--- src/rtl/rd_chunk_scheduler.sv ---
// Splits a host read job into chunks that never cross a 4 KB boundary or exceed
// the max read request, and issues them to the read TLP generator under a credit cap.
module rd_chunk_scheduler #(
   parameter int MAX_RD_QW       = 64,
   parameter int MAX_OUTSTANDING = 8,
   parameter int JOB_QW_W        = 19
) (
   input  logic                trn_clk,
   input  logic                reset_n,
   input  logic                job_valid,
   input  logic [63:0]         job_addr,
   input  logic [JOB_QW_W-1:0] job_qwords,
   output logic                job_ready,
   output logic                job_done,
   output logic [63:0]         huge_page_addr,
   output logic [8:0]          qwords_to_rd,
   output logic                read_chunk,
   input  logic                read_chunk_ack,
   input  logic                cpl_chunk_done,
   output logic [4:0]          outstanding,
   output logic                err_underflow
);

   // state   | meaning
   // IDLE    | waiting for a job, job_ready high
   // CALC    | size next chunk, wait for a free credit
   // REQ     | read_chunk held until the generator acks
   // HOLD    | one cycle of stable chunk outputs after ack, then advance pointer
   // DRAIN   | all chunks issued, wait for completions before job_done

   typedef enum logic [2:0] {S_IDLE, S_CALC, S_REQ, S_HOLD, S_DRAIN} state_t;

   localparam logic [9:0] MAX_QW  = 10'(MAX_RD_QW);
   localparam logic [4:0] MAX_OUT = 5'(MAX_OUTSTANDING);

   state_t              state_q, state_d;
   logic [63:0]         cur_addr_q, cur_addr_d;
   logic [JOB_QW_W-1:0] remaining_q, remaining_d;
   logic [8:0]          chunk_q, chunk_d;
   logic                job_ready_q, job_ready_d;
   logic                job_done_q, job_done_d;
   logic [63:0]         hp_addr_q, hp_addr_d;
   logic [8:0]          qwords_q, qwords_d;
   logic                read_chunk_q, read_chunk_d;
   logic [4:0]          out_q, out_d;
   logic                err_q, err_d;

   logic [9:0]          page_room;
   logic [9:0]          cap;
   logic [8:0]          chunk_calc;
   logic                ack_take;

   always_comb begin
      page_room  = 10'd512 - {1'b0, cur_addr_q[11:3]};
      cap        = (page_room < MAX_QW) ? page_room : MAX_QW;
      chunk_calc = (remaining_q < JOB_QW_W'(cap)) ? remaining_q[8:0] : cap[8:0];
      ack_take   = (state_q == S_REQ) && read_chunk_ack;

      state_d      = state_q;
      cur_addr_d   = cur_addr_q;
      remaining_d  = remaining_q;
      chunk_d      = chunk_q;
      job_ready_d  = job_ready_q;
      job_done_d   = 1'b0;
      hp_addr_d    = hp_addr_q;
      qwords_d     = qwords_q;
      read_chunk_d = read_chunk_q;
      out_d        = out_q;
      err_d        = err_q;

      // Completions count in every state; an ack and a completion together cancel.
      if (ack_take && !cpl_chunk_done) begin
         out_d = out_q + 5'd1;
      end else if (!ack_take && cpl_chunk_done) begin
         if (out_q == 5'd0) err_d = 1'b1;
         else               out_d = out_q - 5'd1;
      end

      case (state_q)
         S_IDLE: begin
            job_ready_d = 1'b1;
            if (job_valid) begin
               if (job_qwords != '0) begin
                  cur_addr_d  = job_addr & ~64'h7;
                  remaining_d = job_qwords;
                  job_ready_d = 1'b0;
                  state_d     = S_CALC;
               end else begin
                  job_done_d = 1'b1;
               end
            end
         end
         S_CALC: begin
            chunk_d   = chunk_calc;
            qwords_d  = chunk_calc;
            hp_addr_d = cur_addr_q;
            if (out_q < MAX_OUT) begin
               read_chunk_d = 1'b1;
               state_d      = S_REQ;
            end
         end
         S_REQ: begin
            if (read_chunk_ack) begin
               read_chunk_d = 1'b0;
               state_d      = S_HOLD;
            end
         end
         S_HOLD: begin
            cur_addr_d  = cur_addr_q + {52'd0, chunk_q, 3'd0};
            remaining_d = remaining_q - JOB_QW_W'(chunk_q);
            state_d     = (remaining_d == '0) ? S_DRAIN : S_CALC;
         end
         S_DRAIN: begin
            if (out_q == 5'd0) begin
               job_done_d  = 1'b1;
               job_ready_d = 1'b1;
               state_d     = S_IDLE;
            end
         end
         default: state_d = S_IDLE;
      endcase
   end

   always_ff @(posedge trn_clk or negedge reset_n) begin
      if (!reset_n) begin
         state_q      <= S_IDLE;
         cur_addr_q   <= '0;
         remaining_q  <= '0;
         chunk_q      <= '0;
         job_ready_q  <= 1'b1;
         job_done_q   <= 1'b0;
         hp_addr_q    <= '0;
         qwords_q     <= '0;
         read_chunk_q <= 1'b0;
         out_q        <= '0;
         err_q        <= 1'b0;
      end else begin
         state_q      <= state_d;
         cur_addr_q   <= cur_addr_d;
         remaining_q  <= remaining_d;
         chunk_q      <= chunk_d;
         job_ready_q  <= job_ready_d;
         job_done_q   <= job_done_d;
         hp_addr_q    <= hp_addr_d;
         qwords_q     <= qwords_d;
         read_chunk_q <= read_chunk_d;
         out_q        <= out_d;
         err_q        <= err_d;
      end
   end

   assign job_ready      = job_ready_q;
   assign job_done       = job_done_q;
   assign huge_page_addr = hp_addr_q;
   assign qwords_to_rd   = qwords_q;
   assign read_chunk     = read_chunk_q;
   assign outstanding    = out_q;
   assign err_underflow  = err_q;

endmodule
--- config.mk ---
export PLATFORM = sky130hd
export DESIGN_NAME = rd_chunk_scheduler
export DESIGN_NICKNAME = d
export VERILOG_FILES = /design/src/rtl/rd_chunk_scheduler.sv
export SDC_FILE = /design/constraint.sdc
export NUM_CORES = 1
export LEC_CHECK = 0
export CAP_MARGIN = 20
export CORE_AREA = 3 3 145 147
export DETAILED_ROUTE_END_ITERATION = 7
export DIE_AREA = 0 0 148 150
export PLACE_DENSITY_LB_ADDON = 0.25
export SYNTH_ARGS = -nofsm -noshare
export SYNTH_HDL_FRONTEND = slang
export SYNTH_SLANG_ARGS = --single-unit
export TNS_END_PERCENT = 20
--- constraint.sdc ---
create_clock -name trn_clk -period 3.3 [get_ports trn_clk]
set_input_delay 0.825 -clock trn_clk [delete_from_list [all_inputs] [get_ports trn_clk]]
set_output_delay 0.825 -clock trn_clk [all_outputs]
set_load 0.005 [all_outputs]
==> impl_summary.txt <==
----------------------------------------------------
[Status]
  Outcome ... finished, final reports clean

[Floorplan]
  Starting Density ... 0.481
  Standard cell core area ... 20000 um2
  Io pins ... 170
  Horizontal die dimension ... 148 um
  Number of placement rows ... 52
  Die height ... 150 um
  Area enclosed by the die boundary ... 22200 um2

[Power]
  Net switching power ... 5.26 mW
  Leak pwr ... 5.04 nW
  Net Sw Frac ... 0.421
  Clock power share ... 0.157
  Cell Int Power ... 7.24 mW
  Worst voltage drop across the vdd grid ... 0.426 mV
  Sequential power share ... 0.316
  PwrDens ... 1010 nW/um2
  Portion of total power attributed to combinational logic ... 0.526

[STA]
  Peak Freq ... 0.304 GHz
  Setup violators final ... 0
  Count of endpoints failing hold in the final timing report ... 0
  Unrepaired setup endpoints after global routing ... yes
  Total negative slack ... 0 ns
  Max-slew headroom ... 0.509
  Post-route clock period utilization ... 0.998
  Final worst clock skew ... 0.0119 ns
  Total count of max-transition violations in the final report ... 0
  Final worst path period need ... 3.29 ns
  Worst Tran Pin Value ... 0.730 ns

[Clock network]
  CTS tree ... done
  Clock H-tree levels ... 4
  Clock tree sinks ... 162
  Total clock buffers created by CTS ... 17
  Skew-Pair Late Insertion Delay ... 0.43 ns
  Master cell of the clock root buffer ... clkbuf_16
  Worst-path clk slew ... 0.07 ns
  Max Buffers Root-to-Sink ... 2

[Critical path]
  Critical path data arrival time ... 3.61 ns
  Crit path required time ... 3.61 ns
  Register-to-register setup slack ... 0.007 ns
  Crit Path Max Fanout ... 6
  Worst-path cell chain ... inv_2 -> ha_4 -> or3b_4 -> o31a_1 -> a21oi_2 -> nor2_4 -> buf_4 -> nand2_2 -> ha_4 -> a21oi_2 -> o311a_1 -> o211ai_1 -> a41oi_2 -> buf_6 -> mux2i_1 -> mux2_2
  Terminus of the critical flop-to-flop path ... qwords_to_rd[5]
  Nature of the critical path startpoint ... flop
  Slowest-stage cell, CP ... or3b_4
  Worst R2R Start ... cur_addr_q[3]
  Number of cells on the worst reg-to-reg path ... 16
  Largest delay share family, worst path ... compound AO/OA/AOI/OAI gates
  Critical path start-end classification ... reg2reg
  Buffers and inverters on the worst path ... 3
  Kind of end point of the critical path ... flop
  Maximum single-stage delay on the critical path ... 0.40 ns
  Critical Path Stages ... 16

[Synth]
  Yosys warnings ... 0
  Area fraction of the dominant cell type after synthesis ... 0.418
  Largest area contributor in the synthesized netlist ... dfrtp_1
  Mapped Avg Cell Area ... 9.41 um2
  Commonest register cell after synthesis ... dfrtp_1
  Fraction of registers with async set/reset ... 1.00
  Number of standard cells after synthesis ... 1024
  Seq/Total Area, Yosys ... 0.421
  Number of different library cells in the post-synthesis netlist ... 92
  Flop and latch count out of synthesis ... 162
  Number of synthesized flops with an enable pin ... 0
  Post-synthesis instance area ... 9630 um2
  Cell types with the largest area share after synthesis ... dfrtp_1, mux2_2, ha_1, a21oi_1, nand2_1

[Placed design]
  Port bufs ... 163
  GPL Wtd Cong ... 0.896
  Post-detailed-placement half-perimeter wirelength ... 20600 um
  Area of placed instances ... 11700 um2

[Global routing]
  Remaining Overflow, GRT ... 0
  Initial antenna violation count ... 0
  Pin count of the biggest net entering global routing ... 102
  Number of global-route vias before repair ... 8784
  All-Layer GR Usage ... 0.260
  First-pass GRT wire length ... 46300 um

[Drt]
  Routed wirelength normalized by instance count ... 19.7 um
  Antenna Violating Nets Remaining ... 0
  Vias per Instance ... 5.97
  DR DRC count ... 0
  Detailed Route WL ... 29100 um
  Drt pass-1 iters ... 5
  Vias ... 8835
  Number of DRC markers in iteration 0 ... 725

[Layout]
  Post-route standard cell area excluding fillers ... 12400 um2
  Core occupancy in the finished layout ... 0.619
  Commonest cells after routing, fill and taps aside ... clkdlybuf4s50_1, dfrtp_1, nand2_1, nor2_1, a21oi_1
  Fraction of final layout cells sized beyond drive strength 1 ... 0.160
  Footprint of the flip-flops and latches ... 4060 um2
  Most common cell after layout, fill and taps aside ... clkdlybuf4s50_1
  # fillers ... 1730
  Inserted Diodes ... 0
  Layout overhead on the synthesized area ... 28.8%
  Fin nets ... 1319
  Combined area of the multi-input logic cells ... 5290 um2

[Worst hold path]
  Class of the worst hold path ... in2async

[Job]
  Number of maximum-capacitance constraint violations ... 0

----------------------------------------------------
area by class of cell:
type / count / area share
repair buffers: 209 / 0.163
flip-flops and latches: 162 / 0.327
well taps: 270 / 0.0272
inverters: 32 / 0.00968
clock inverters: 15 / 0.0129
clock buffers: 17 / 0.0343
multi-input cells: 774 / 0.427
synthesized netlist by cell type, types with 12 or more instances:
library cell and number:
a211oi_1 12, a21o_1 20, a21oi_1 70, a31oi_1 21
and3_1 14, clkbuf_1 43, dfrtp_1 161, ha_1 32
inv_1 32, mux2_2 63, nand2_1 92, nand3_1 35
nand4_1 21, nor2_1 81, nor3_1 26, nor4_1 15
o21ai_0 54, o22ai_1 18, xnor2_1 19
routing by layer:
metal	routed length, um	global-route usage
met1	12700	0.347
met2	13900	0.432
met3	1850	0.0475
met4	667	0.0785
met5	0	0
registers in the layout (all words and copies together) (netlist names):
name            flops
outstanding         5
huge_page_addr     61
err_underflow       1
read_chunk          1
cur_addr_q         61
job_done            1
qwords_to_rd        9
remaining_q        19
job_ready           1
state_q             3
repair_timing:
item / CTS / global route
pin swaps: 0 / 4
endpoints found under the setup margin: 9 / 9
hold buffers: 0 / 0
resized for setup: 3 / 14
cloned: 0 / 1
buffers inserted: 0 / 2
logic make-up after synthesis:
group	after synthesis	synth area share
AND/OR/NAND/NOR	339	0.177
buffers and inverters	91	0.0410
XOR/XNOR	29	0.0264
adder cells (fa/ha/maj)	35	0.0478
AO/OA/AOI/OAI	295	0.205
flip-flops	162	0.421
other	2	0.000780
multiplexers	71	0.0819
per-stage QoR:
step                      total power, mW  setup WS (ns)  std cells  hold slack (ns)
final                                12.5        0.00685       1479            0.290
after global routing                 13.4         -0.140       1479            0.310
after CTS                            12.4         0.0279       1476            0.300
after detailed placement             10.3        -0.0953       1444            0.454
after global placement               10.2        -0.0349       1444            0.445
after floorplan                      7.81         0.0164       1027            0.451
worst max path at each step:
| stage | endpoint | from | slack [ns] |
|---|---|---|---|
| detailed placement | qwords_to_rd[5] | cur_addr_q[4] | -0.1 |
| global placement | qwords_to_rd[5] | cur_addr_q[3] | -0.03 |
| floorplan | qwords_to_rd[0] | cur_addr_q[4] | 0.02 |
| global route | qwords_to_rd[1] | cur_addr_q[3] | -0.14 |
| finish | qwords_to_rd[5] | cur_addr_q[3] | 0.007 |
| CTS | qwords_to_rd[5] | cur_addr_q[4] | 0.03 |
power by group through the flow:
stage               clock network (mW)  logic, mW  registers, mW
finish                            1.97       6.58           3.95
global route                      2.09       7.22           4.08
CTS                               2.01       6.47           3.92
detailed placement                   0       6.40           3.94
global placement                     0       6.30           3.92
floorplan                            0       4.14           3.67
No activity file was read; power rests on OpenSTA's default activity.
